## src/rtl/led_seq_pkg.sv

```systemverilog
// led_seq_pkg: shared definitions for the LED running-light sequencer.
//   mode_t        - display mode codes (SHIFT, PINGPONG, FILL, BLINK)
//   INIT_*        - pattern loaded into sel when a mode is entered
//   BLINK_ALT     - second phase of the blink pattern
//   init_pattern  - initial sel for a given mode
//   fill_pattern  - bar-graph pattern for fill count n, from bit 0 or bit 7
package led_seq_pkg;

    typedef enum logic [1:0] {
        MODE_SHIFT    = 2'd0,
        MODE_PINGPONG = 2'd1,
        MODE_FILL     = 2'd2,
        MODE_BLINK    = 2'd3
    } mode_t;

    localparam logic [7:0] INIT_SHIFT = 8'h01;
    localparam logic [7:0] INIT_FILL  = 8'h00;
    localparam logic [7:0] INIT_BLINK = 8'h55;
    localparam logic [7:0] BLINK_ALT  = 8'hAA;

    function automatic logic [7:0] init_pattern(input mode_t m);
        case (m)
            MODE_FILL:  return INIT_FILL;
            MODE_BLINK: return INIT_BLINK;
            default:    return INIT_SHIFT;  // ping-pong also starts at bit 0
        endcase
    endfunction

    // n in 0..8; fill_up=1 sets the n LSBs, fill_up=0 sets the n MSBs.
    function automatic logic [7:0] fill_pattern(input logic [3:0] n, input logic fill_up);
        logic [8:0] wide;
        logic [7:0] low;
        logic [7:0] rev;
        wide = (9'd1 << n) - 9'd1;
        low  = wide[7:0];
        for (int i = 0; i < 8; i++) begin
            rev[i] = low[7-i];
        end
        return fill_up ? low : rev;
    endfunction

endpackage

```

## src/rtl/key_debounce.sv

```systemverilog
// key_debounce: synchronizer, debouncer and press-pulse generator for one
// active-low pushbutton.
//   clk_50MHz - board clock
//   rst       - asynchronous active-low reset
//   base_tick - one-cycle enable at the debounce sampling rate
//   key_raw   - raw active-low key, asynchronous to clk_50MHz
//   press     - one-cycle pulse when the debounced level goes 1->0
module key_debounce #(
    parameter int DEB_TICKS = 20
) (
    input  logic clk_50MHz,
    input  logic rst,
    input  logic base_tick,
    input  logic key_raw,
    output logic press
);

    localparam int CNT_W = $clog2(DEB_TICKS + 1);

    logic             sync_a;
    logic             sync_b;
    logic             level;
    logic [CNT_W-1:0] cnt;
    logic             accept;

    // The level flips on the DEB_TICKS-th consecutive disagreeing base tick.
    assign accept = base_tick && (sync_b != level) && (cnt == CNT_W'(DEB_TICKS - 1));

    always_ff @(posedge clk_50MHz or negedge rst) begin
        if (!rst) begin
            sync_a <= 1'b1;
            sync_b <= 1'b1;
            level  <= 1'b1;
            cnt    <= '0;
            press  <= 1'b0;
        end else begin
            sync_a <= key_raw;
            sync_b <= sync_a;
            press  <= accept && level;
            if (base_tick) begin
                if (sync_b == level) begin
                    cnt <= '0;
                end else if (accept) begin
                    cnt   <= '0;
                    level <= sync_b;
                end else begin
                    cnt <= cnt + 1'b1;
                end
            end
        end
    end

endmodule

```

## src/rtl/led_sequencer.sv

```systemverilog
// led_sequencer: 8-LED pattern controller with four modes and four step rates.
//   clk_50MHz - board clock (only clock)
//   rst       - asynchronous active-low reset
//   key_mode  - raw active-low key, cycles the display mode
//   key_speed - raw active-low key, cycles the step rate
//   SW        - direction: 1 = toward bit 7, 0 = toward bit 0
//   sel       - LED pattern, active-high
//   mode      - current mode code
//   speed     - current speed code
//   step      - one-cycle pulse on each pattern step
module led_sequencer
    import led_seq_pkg::*;
#(
    parameter int BASE_DIV  = 50000,
    parameter int DEB_TICKS = 20,
    parameter int RATE0     = 1000,
    parameter int RATE1     = 500,
    parameter int RATE2     = 200,
    parameter int RATE3     = 100
) (
    input  logic       clk_50MHz,
    input  logic       rst,
    input  logic       key_mode,
    input  logic       key_speed,
    input  logic       SW,
    output logic [7:0] sel,
    output logic [1:0] mode,
    output logic [1:0] speed,
    output logic       step
);

    localparam int R01      = (RATE0 > RATE1) ? RATE0 : RATE1;
    localparam int R23      = (RATE2 > RATE3) ? RATE2 : RATE3;
    localparam int RATE_MAX = (R01 > R23) ? R01 : R23;
    localparam int PRE_W    = $clog2(BASE_DIV + 1);
    localparam int STEP_W   = $clog2(RATE_MAX + 1);

    logic [PRE_W-1:0]  pre_cnt;
    logic              base_tick;
    logic [STEP_W-1:0] step_cnt;
    logic [STEP_W-1:0] step_cnt_next;
    logic [STEP_W-1:0] rate_last;
    logic              step_hit;
    logic              sw_a;
    logic              sw_b;
    logic              mode_press;
    logic              speed_press;
    mode_t             mode_q;
    mode_t             mode_next;
    logic [1:0]        speed_next;
    logic [7:0]        sel_next;
    logic [3:0]        fill_n;
    logic [3:0]        fill_n_next;
    logic              dir_up;
    logic              dir_up_next;

    assign mode = mode_q;

    key_debounce #(.DEB_TICKS(DEB_TICKS)) u_key_mode (
        .clk_50MHz (clk_50MHz),
        .rst       (rst),
        .base_tick (base_tick),
        .key_raw   (key_mode),
        .press     (mode_press)
    );

    key_debounce #(.DEB_TICKS(DEB_TICKS)) u_key_speed (
        .clk_50MHz (clk_50MHz),
        .rst       (rst),
        .base_tick (base_tick),
        .key_raw   (key_speed),
        .press     (speed_press)
    );

    assign base_tick = (pre_cnt == PRE_W'(BASE_DIV - 1));

    always_comb begin
        case (speed)
            2'd0:    rate_last = STEP_W'(RATE0 - 1);
            2'd1:    rate_last = STEP_W'(RATE1 - 1);
            2'd2:    rate_last = STEP_W'(RATE2 - 1);
            default: rate_last = STEP_W'(RATE3 - 1);
        endcase
    end

    assign step_hit = base_tick && (step_cnt == rate_last);

    always_comb begin
        mode_next     = mode_q;
        speed_next    = speed;
        sel_next      = sel;
        fill_n_next   = fill_n;
        dir_up_next   = dir_up;
        step_cnt_next = step_cnt;

        if (base_tick) begin
            step_cnt_next = step_hit ? '0 : step_cnt + 1'b1;
        end
        // Any press restarts the step interval; a coincident step still fires.
        if (mode_press || speed_press) begin
            step_cnt_next = '0;
        end
        if (speed_press) begin
            speed_next = speed + 2'd1;
        end

        if (step_hit) begin
            case (mode_q)
                MODE_SHIFT: begin
                    sel_next = sw_b ? {sel[6:0], sel[7]} : {sel[0], sel[7:1]};
                end
                MODE_PINGPONG: begin
                    // Reverse on reaching an end so the end LED is lit for one step only.
                    if (dir_up) begin
                        if (sel[7]) begin
                            sel_next    = {1'b0, sel[7:1]};
                            dir_up_next = 1'b0;
                        end else begin
                            sel_next = {sel[6:0], 1'b0};
                        end
                    end else begin
                        if (sel[0]) begin
                            sel_next    = {sel[6:0], 1'b0};
                            dir_up_next = 1'b1;
                        end else begin
                            sel_next = {1'b0, sel[7:1]};
                        end
                    end
                end
                MODE_FILL: begin
                    fill_n_next = (fill_n == 4'd8) ? 4'd0 : fill_n + 4'd1;
                    sel_next    = fill_pattern(fill_n_next, sw_b);
                end
                default: begin
                    sel_next = (sel == INIT_BLINK) ? BLINK_ALT : INIT_BLINK;
                end
            endcase
        end

        // Mode change overrides whatever the step would have produced.
        if (mode_press) begin
            mode_next   = mode_t'(mode_q + 2'd1);
            sel_next    = init_pattern(mode_next);
            fill_n_next = 4'd0;
            dir_up_next = 1'b1;
        end
    end

    always_ff @(posedge clk_50MHz or negedge rst) begin
        if (!rst) begin
            pre_cnt  <= '0;
            step_cnt <= '0;
            sw_a     <= 1'b0;
            sw_b     <= 1'b0;
            mode_q   <= MODE_SHIFT;
            speed    <= 2'd0;
            sel      <= INIT_SHIFT;
            fill_n   <= 4'd0;
            dir_up   <= 1'b1;
            step     <= 1'b0;
        end else begin
            pre_cnt  <= base_tick ? '0 : pre_cnt + 1'b1;
            step_cnt <= step_cnt_next;
            sw_a     <= SW;
            sw_b     <= sw_a;
            mode_q   <= mode_next;
            speed    <= speed_next;
            sel      <= sel_next;
            fill_n   <= fill_n_next;
            dir_up   <= dir_up_next;
            step     <= step_hit;
        end
    end

endmodule
```

## config.mk

```make
export PLATFORM = sky130hd
export DESIGN_NAME = led_sequencer
export DESIGN_NICKNAME = d
export VERILOG_FILES = /design/src/rtl/led_seq_pkg.sv /design/src/rtl/key_debounce.sv /design/src/rtl/led_sequencer.sv
export SDC_FILE = /design/constraint.sdc
export NUM_CORES = 1
export LEC_CHECK = 0
export ABC_AREA = 1
export CELL_PAD_IN_SITES_DETAIL_PLACEMENT = 0
export CELL_PAD_IN_SITES_GLOBAL_PLACEMENT = 1
export CORE_ASPECT_RATIO = 1.25
export CORE_MARGIN = 2
export CORE_UTILIZATION = 41
export DETAILED_ROUTE_END_ITERATION = 7
export PLACE_DENSITY = 0.76
export REMOVE_ABC_BUFFERS = 1
export SYNTH_ARGS = -nofsm -noshare
export SYNTH_HDL_FRONTEND = slang
export SYNTH_HIERARCHICAL = 1
export SYNTH_SLANG_ARGS = --single-unit
```

## constraint.sdc

```tcl
create_clock -name clk_50MHz -period 2.5 [get_ports clk_50MHz]
set_input_delay 0.5 -clock clk_50MHz [delete_from_list [all_inputs] [get_ports clk_50MHz]]
set_output_delay 0.5 -clock clk_50MHz [all_outputs]
set_load 0.01 [all_outputs]
```

==> flow_metrics.env, run 1 <==
export IMPL_synth_async_sr_flop_share=1.00
export IMPL_run_status="completed"
export IMPL_timing_critical_path_max_delay_family="simple AND/OR/NAND/NOR gates"
export IMPL_power_switching_mw=0.473
export IMPL_crit_end_element="flip-flop"
export IMPL_final_hold_violation_count=0
export IMPL_synth_cell_types=41
export IMPL_timing_reg2reg_worst_path_depth=20
export IMPL_cap_violations=0
export IMPL_regToRegStartpoint="fill_n[0]"
export IMPL_ctsLongestPathBuffers=2
export IMPL_netlist_area_mm2=0.00407
export IMPL_cellInternalPower_mw=1.93
export IMPL_postSynthRegisterBits=64
export IMPL_critical_path_cell_chain="ha_1 > inv_1 > nand2_1 > nand2_2 > nand2_4 > nand3_2 > nor2_4 > inv_2 > ha_2 > nand2_1 > nor2_2 > nand2_1 > nand2_1 > nand3_1 > nand2_1 > nand2_1 > nand2_1 > nand2_1 > nand2_1 > nand2_1"
export IMPL_floorplan_die_area_mm2=0.0107
export IMPL_design_final_nets=582
export IMPL_post_synth_main_area_contributors="sky130_fd_sc_hd__dfrtp_1 (34%), sky130_fd_sc_hd__nand2_1 (13%), sky130_fd_sc_hd__inv_1 (6.5%)"
export IMPL_timing_max_transition_violations_final=0
export IMPL_fp_dieW_um=93.1
export IMPL_min_path_type="in -> async"
export IMPL_critical_path_arrival_ns=2.51
export IMPL_vias_in_the_first_global_route=3376
export IMPL_grt_pass1_wl_um=15400
export IMPL_leftover_overflow_at_the_end_of_global_routing=0
export IMPL_wirelength_routed_um=8770
export IMPL_min_period_over_period=0.918
export IMPL_pin_count_of_the_biggest_net_entering_global_routing=43
export IMPL_yosysTopAreaCell="sky130_fd_sc_hd__dfrtp_1"
export IMPL_setup_worst_path_class="reg -> reg"
export IMPL_post_synth_cell_area_avg_um2=7.65
export IMPL_power_per_cell_area_mw_per_mm2=507
export IMPL_pwr_share_seq=0.437
export IMPL_cts_root_buf="sky130_fd_sc_hd__clkbuf_16"
export IMPL_critical_path_most_common_cell="sky130_fd_sc_hd__nand2_1"
export IMPL_post_route_drc_count=0
export IMPL_core_area_mm2=0.00966
export IMPL_power_frac_clock=0.541
export IMPL_post_drt_via_cell_ratio=5.05
export IMPL_layout_area_overhead_vs_synth_pct=16.5
export IMPL_hpwlAfterDp_um=6410
export IMPL_synth_seq_area_share=0.396
export IMPL_dr_max_layer_used="met4"
export IMPL_floorplan_initialDensity=0.421
export IMPL_wl_met3_um=202
export IMPL_finalSetupViolations=0
export IMPL_critical_path_startpoint="fill_n[0]"
export IMPL_synth_warnings=6
export IMPL_swShare=0.197
export IMPL_pwr_share_comb=0.021
export IMPL_postSynthCellCount=532
export IMPL_antenna_violating_nets_post_route=0
export IMPL_synth_top_flop_cell="sky130_fd_sc_hd__dfrtp_1"
export IMPL_ctsHtreeMaxLevel=3
export IMPL_stdcell_area_mm2=0.00474
export IMPL_dr_pass1_iters=5
export IMPL_cts_tree="yes"
export IMPL_layout_drive_gt1_share=0.154
export IMPL_met2WireLength_um=4480
export IMPL_leakage_nw=2.28
export IMPL_routability_cong=0.875
export IMPL_dpl_cell_count=671
export IMPL_holdWs_ns=0.165
export IMPL_number_of_clock_buffers_inserted_by_tritoncts=9
export IMPL_vdd_ir_drop_worst_uv=368
export IMPL_synth_edf_count=0
export IMPL_final_cells=690
export IMPL_worst_path_max_delay_cell="sky130_fd_sc_hd__dfrtp_2"
export IMPL_via_count=3482
export IMPL_antenna_violations_before_repair=0
export IMPL_cp_num_buf_inv=2
export IMPL_die_height_um=115
export IMPL_worstPathMaxFanout=8
export IMPL_routedLengthMet1_um=3970
export IMPL_cts_sinks=64
export IMPL_timing_critical_path_from_type="flip-flop"
export IMPL_initial_drc_count=157
export IMPL_required_ns=2.71
export IMPL_synth_top_area_share=0.344
export IMPL_timing_worst_slew_pin_value_ns=0.553
export IMPL_slowest_delay_ns=0.46
export IMPL_grt_total_usage=0.179
export IMPL_number_of_buffers_inserted_by_port_buffering=17
export IMPL_nFillCells=953
export IMPL_regToRegSetupSlack_ns=0.21
export IMPL_clk_pin_slew_worst_setup_hold_paths_ns=0.05
export IMPL_clock_skew_final_ns=0.0110
export IMPL_r2r_end="sel[6]"
export IMPL_row_count=40
export IMPL_fin_crit_ns=2.29
export IMPL_place_area_mm2=0.00438
export IMPL_design_portCount=18
export IMPL_max_freq_mhz=436
export IMPL_antenna_diode_count=0
export IMPL_detail_route_wl_per_cell_um=12.7
export IMPL_slew_headroom=0.632
export IMPL_clkLatencyLatePin_ns=0.33
==> how the worst max path moves through the flow <==
stage	end	slack [ns]	depth (start not counted)
6_report	sel[6]	0.21	20
3_3_place_gp	sel[2]	0.18	18
2_1_floorplan	sel[2]	0.38	18
4_1_cts	sel[6]	0.14	18
3_5_place_dp	sel[4]	0.14	18
5_1_grt	sel[6]	-0.003	20
==> per-stage QoR <==
stage	total power, mW	setup slack (ns)	utilization	setup TNS (ns)
floorplan	1.08	0.377	-	0
global placement	1.12	0.176	0.453	0
detailed placement	1.12	0.143	0.453	0
CTS	2.44	0.137	0.485	0
global route	2.48	-0.00289	0.491	-0.00289
finish	2.40	0.205	0.491	0
==> sequential cells by signal, indices dropped and copies added, names as in the netlist <==
signal / flops
sw_a: 1
sel: 8
mode: 2
fill_n: 4
speed: 2
sw_b: 1
u_key_mode/press: 1
u_key_mode/sync_b: 1
u_key_mode/sync_a: 1
pre_cnt: 16
step_cnt: 10
u_key_speed/cnt: 5
u_key_mode/level: 1
u_key_mode/cnt: 5
step: 1
u_key_speed/level: 1
u_key_speed/sync_b: 1
u_key_speed/press: 1
dir_up: 1
u_key_speed/sync_a: 1
==> cells in the final DEF (no fill, tap or decap), types with 4 or more instances in the layout <==
| cell | n |
|---|---|
| sky130_fd_sc_hd__nor3_1 | 7 |
| sky130_fd_sc_hd__clkbuf_16 | 9 |
| sky130_fd_sc_hd__buf_4 | 4 |
| sky130_fd_sc_hd__a21oi_1 | 18 |
| sky130_fd_sc_hd__a31oi_1 | 4 |
| sky130_fd_sc_hd__dfstp_2 | 8 |
| sky130_fd_sc_hd__nor2_4 | 6 |
| sky130_fd_sc_hd__o22ai_1 | 5 |
| sky130_fd_sc_hd__clkdlybuf4s50_1 | 16 |
| sky130_fd_sc_hd__nor3_2 | 4 |
| sky130_fd_sc_hd__ha_1 | 16 |
| sky130_fd_sc_hd__nor2_1 | 33 |
| sky130_fd_sc_hd__nand4_1 | 11 |
| sky130_fd_sc_hd__nor4_1 | 4 |
| sky130_fd_sc_hd__o21ai_0 | 27 |
| sky130_fd_sc_hd__nand2_2 | 8 |
| sky130_fd_sc_hd__inv_2 | 16 |
| sky130_fd_sc_hd__nand2_1 | 140 |
| sky130_fd_sc_hd__inv_1 | 69 |
| sky130_fd_sc_hd__nand3_1 | 36 |
| sky130_fd_sc_hd__nand3_2 | 5 |
| sky130_fd_sc_hd__dfrtp_1 | 54 |
| sky130_fd_sc_hd__xor2_1 | 14 |
==> repair_timing <==
item,CTS,global route
gates resized for setup,0,10
setup endpoints to repair,0,6
setup buffers,0,3
hold buffers,0,0
==> cell families after synthesis <==
| logic type | Yosys count | synth area share |
|---|---|---|
| AND/OR/NAND/NOR | 269 | 0.319 |
| flip-flops | 64 | 0.396 |
| buffers and inverters | 92 | 0.0895 |
| adder cells (fa/ha/maj) | 18 | 0.0553 |
| AO/OA/AOI/OAI | 71 | 0.102 |
| XOR/XNOR | 18 | 0.0387 |
==> cells in the mapped netlist, types with 5 or more instances <==
library cell and n:
sky130_fd_sc_hd__a21oi_1 18, sky130_fd_sc_hd__dfrtp_1 56, sky130_fd_sc_hd__dfstp_2 8, sky130_fd_sc_hd__ha_1 18
sky130_fd_sc_hd__inv_1 70, sky130_fd_sc_hd__inv_2 15, sky130_fd_sc_hd__nand2_1 141, sky130_fd_sc_hd__nand2_2 8
sky130_fd_sc_hd__nand3_1 36, sky130_fd_sc_hd__nand3_2 5, sky130_fd_sc_hd__nand4_1 11, sky130_fd_sc_hd__nor2_1 33
sky130_fd_sc_hd__nor2_4 5, sky130_fd_sc_hd__nor3_1 8, sky130_fd_sc_hd__o21ai_0 27, sky130_fd_sc_hd__o22ai_1 5
sky130_fd_sc_hd__xor2_1 15
==> power groups by stage <==
stage	registers (mW)	clock network, mW	logic, mW
finish	1.05	1.30	0.0514
detailed placement	1.07	0	0.0538
CTS	1.05	1.33	0.0539
global route	1.05	1.37	0.0598
floorplan	1.07	0	0.0179
global placement	1.07	0	0.0538
==> metal layers <==
metal,vias up,global-route usage
met3,10,0.0321
met5,-,0
met2,43,0.303
met1,1659,0.226
li1,1770,-
met4,0,0.0716
==> final cells by class <==
| cell class | count | area, um2 | share of cell area |
|---|---|---|---|
| multi-input cells | 376 | 2120 | 0.448 |
| flip-flops and latches | 64 | 1610 | 0.340 |
| inverters | 86 | 323 | 0.0681 |
| clock buffers | 12 | 236 | 0.0499 |
| repair buffers | 22 | 215 | 0.0454 |
| well taps | 126 | 158 | 0.0333 |
| clock inverters | 4 | 70.1 | 0.0148 |
Note: power is estimated with default switching activity, not from simulation.
==> run 2, diff against run 1 <==
--- a/config.mk
+++ b/config.mk
@@ -6,14 +6,15 @@
 export NUM_CORES = 1
 export LEC_CHECK = 0
 export ABC_AREA = 1
-export CELL_PAD_IN_SITES_DETAIL_PLACEMENT = 0
-export CELL_PAD_IN_SITES_GLOBAL_PLACEMENT = 1
+export CELL_PAD_IN_SITES_DETAIL_PLACEMENT = 1
+export CELL_PAD_IN_SITES_GLOBAL_PLACEMENT = 2
 export CORE_ASPECT_RATIO = 1.25
-export CORE_MARGIN = 2
-export CORE_UTILIZATION = 41
+export CORE_MARGIN = 8
+export CORE_UTILIZATION = 36
 export DETAILED_ROUTE_END_ITERATION = 7
-export PLACE_DENSITY = 0.76
+export PLACE_DENSITY = 0.82
 export REMOVE_ABC_BUFFERS = 1
+export SKIP_LAST_GASP = 1
 export SYNTH_ARGS = -nofsm -noshare
 export SYNTH_HDL_FRONTEND = slang
 export SYNTH_HIERARCHICAL = 1
==> run 2 against run 1 <==
  * Via count increased by 1.4%
  * Combinational power increased by 3%
  * Sequential share of layout area decreased by 0.072 points
  * Total power decreased by 1.4%
  * Register-to-register slack improved by 0.03 ns
  * Global-route usage decreased by 3.5 points
  * Final area increased by 0.21%
  * Hold slack got worse by 0.086 ns
  * Fmax increased by 1.3%
  * Non-clock buffer count increased by 3
  * Critical endpoint unchanged
==> flow_metrics.env, run 2 (synthesis gave the netlist of run 1 again) <==
export IMPL_power_frac_clock=0.534
export IMPL_layout_cells_most_common="sky130_fd_sc_hd__nand2_1"
export IMPL_power_switching_mw=0.486
export IMPL_routability_cong=0.854
export IMPL_regToRegSetupSlack_ns=0.23
export IMPL_critical_path_arrival_ns=2.48
export IMPL_worst_path_max_delay_cell="sky130_fd_sc_hd__dfrtp_2"
export IMPL_clkLatencyLatePin_ns=0.33
export IMPL_power_per_cell_area_mw_per_mm2=499
export IMPL_cap_violations=0
export IMPL_fin_total_pwr_mw=2.37
export IMPL_timing_max_transition_violations_final=0
export IMPL_post_route_drc_count=0
export IMPL_cellInternalPower_mw=1.88
export IMPL_biggestRegsByFlops="pre_cnt (16), step_cnt (10), sel (8)"
export IMPL_pwr_share_seq=0.443
export IMPL_hpwlAfterDp_um=7870
export IMPL_layout_area_overhead_vs_synth_pct=16.7
export IMPL_leakage_nw=2.29
export IMPL_initial_drc_count=90
export IMPL_most_frequent_cells_in_the_layout="sky130_fd_sc_hd__nand2_1 (141), sky130_fd_sc_hd__inv_1 (70), sky130_fd_sc_hd__dfrtp_1 (54), sky130_fd_sc_hd__nand3_1 (36), sky130_fd_sc_hd__nor2_1 (33)"
export IMPL_nFillCells=1344
export IMPL_largest_reg_flops=16
export IMPL_min_path_type="in -> async"
export IMPL_critical_path_most_common_cell="sky130_fd_sc_hd__nand2_1"
export IMPL_slew_headroom=0.665
export IMPL_cts_tree="yes"
export IMPL_pwr_share_comb=0.022
export IMPL_final_hold_violation_count=0
export IMPL_antenna_violating_nets_post_route=0
export IMPL_via_count=3530
export IMPL_cts_root_buf="sky130_fd_sc_hd__clkbuf_16"
export IMPL_layout_drive_gt1_share=0.155
export IMPL_grt_pass1_wl_um=17800
export IMPL_worstPathMaxFanout=6
export IMPL_setup_worst_path_class="reg -> reg"
export IMPL_ctsLongestPathBuffers=2
export IMPL_post_route_worst_setup_slack_ns=0.234
export IMPL_critical_path_startpoint="fill_n[1]"
export IMPL_post_route_util=0.429
export IMPL_antenna_violations_before_repair=0
export IMPL_fin_crit_ns=2.27
export IMPL_core_area_mm2=0.0111
export IMPL_grt_total_usage=0.144
export IMPL_timing_critical_path_from_type="flip-flop"
export IMPL_stdcell_area_mm2=0.00475
export IMPL_critical_path_cell_chain="inv_1 > ha_2 > nand3_4 > nand2_2 > nand3_2 > nor2_4 > inv_2 > ha_2 > nand2_1 > nor2_2 > nand3_1 > nand3_1 > nand2_1 > nand2_1 > nand2_1 > nand2_1 > nand2_1 > nand2_1"
export IMPL_min_period_over_period=0.906
export IMPL_design_final_nets=585
export IMPL_detail_route_wl_per_cell_um=14.4
export IMPL_registers_top_by_ff_count="pre_cnt"
export IMPL_swShare=0.205
export IMPL_leftover_overflow_at_the_end_of_global_routing=0
export IMPL_row_count=43
export IMPL_antenna_diode_count=0
export IMPL_number_of_buffers_inserted_by_port_buffering=17
export IMPL_slowest_delay_ns=0.43
export IMPL_regToRegStartpoint="fill_n[1]"
export IMPL_clock_skew_final_ns=0.00776
export IMPL_ctsHtreeMaxLevel=3
export IMPL_cts_sinks=64
export IMPL_vias_in_the_first_global_route=3767
export IMPL_dpl_cell_count=683
export IMPL_floorplan_die_area_mm2=0.0150
export IMPL_max_freq_mhz=441
export IMPL_timing_worst_slew_pin_value_ns=0.502
export IMPL_final_cells=702
export IMPL_run_status="completed"
export IMPL_pin_count_of_the_biggest_net_entering_global_routing=32
export IMPL_fp_dieW_um=111
export IMPL_post_drt_via_cell_ratio=5.03
export IMPL_number_of_clock_buffers_inserted_by_tritoncts=9
export IMPL_finalSetupViolations=0
export IMPL_design_portCount=18
export IMPL_place_area_mm2=0.00441
export IMPL_clk_pin_slew_worst_setup_hold_paths_ns=0.06
export IMPL_die_height_um=135
export IMPL_vdd_ir_drop_worst_uv=354
export IMPL_dr_pass1_iters=5
export IMPL_wirelength_routed_um=10100
export IMPL_floorplan_initialDensity=0.367
export IMPL_crit_end_element="flip-flop"
export IMPL_dp_worst_setup_slack_ns=0.0865
export IMPL_required_ns=2.72
==> run 2: metrics by stage <==
stage               hold slack, ns  TNS (ns)
finish                      0.0781         0
global route                0.0939   -0.0144
CTS                         0.0816         0
detailed placement           0.337         0
global placement             0.344         0
floorplan                    0.204         0
==> run 2: power by group through the flow <==
stage | clock, mW | combinational, mW | sequential, mW
after detailed placement | 0 | 0.0559 | 1.07
after floorplan | 0 | 0.0179 | 1.07
after global routing | 1.33 | 0.0617 | 1.05
after CTS | 1.30 | 0.0561 | 1.05
after global placement | 0 | 0.0555 | 1.07
final | 1.27 | 0.0531 | 1.05
==> run 2: final cells by class <==
type                            instances  area [um2]  share of cell area
Inverter                               86         323              0.0679
Timing Repair Buffer                   25         238              0.0500
Sequential cell                        64        1610               0.340
Clock inverter                          3        40.0             0.00843
Tap cell                              135         169              0.0356
Multi-Input combinational cell        376        2110               0.444
Clock buffer                           13         260              0.0548
==> run 2: worst max-delay path: cells and delay by family (launching register included) <==
| family | cells | cell delay (ns) |
|---|---|---|
| and+or+nand+nor | 14 | 1.17 |
| DFF | 1 | 0.43 |
| adders and majority gates | 2 | 0.39 |
| buffers and inverters | 2 | 0.15 |
==> run 2: routing by layer <==
layer  global-route usage  part of all wire
met1                0.164              0.43
met2                0.252              0.51
met3               0.0222             0.022
met4               0.0794             0.032
met5                    0                 0
==> run 2: what timing repair did <==
item	CTS	global route
hold endpoints to repair	0	0
setup endpoints to repair	0	6
setup buffers	0	3
hold buffers	0	0
gates resized for setup	0	6
==> run 2: final timing paths <==
path	cells after the start	to
setup / recovery	18	sel[6]
hold / removal	1	u_key_speed/cnt[4]
setup reg to reg	18	sel[6]
hold reg to reg	0	sw_b
max in group asynchronous	2	dir_up
min in group clk_50MHz	0	sw_b
==> run 3, diff against run 2 <==
--- a/config.mk
+++ b/config.mk
@@ -14,6 +14,7 @@
 export DETAILED_ROUTE_END_ITERATION = 7
 export PLACE_DENSITY = 0.82
 export REMOVE_ABC_BUFFERS = 1
+export SKIP_CTS_REPAIR_TIMING = 1
 export SKIP_LAST_GASP = 1
 export SYNTH_ARGS = -nofsm -noshare
 export SYNTH_HDL_FRONTEND = slang
==> results of run 3 <==
No change in the layout: final DEF, timing and power equal those of run 2.
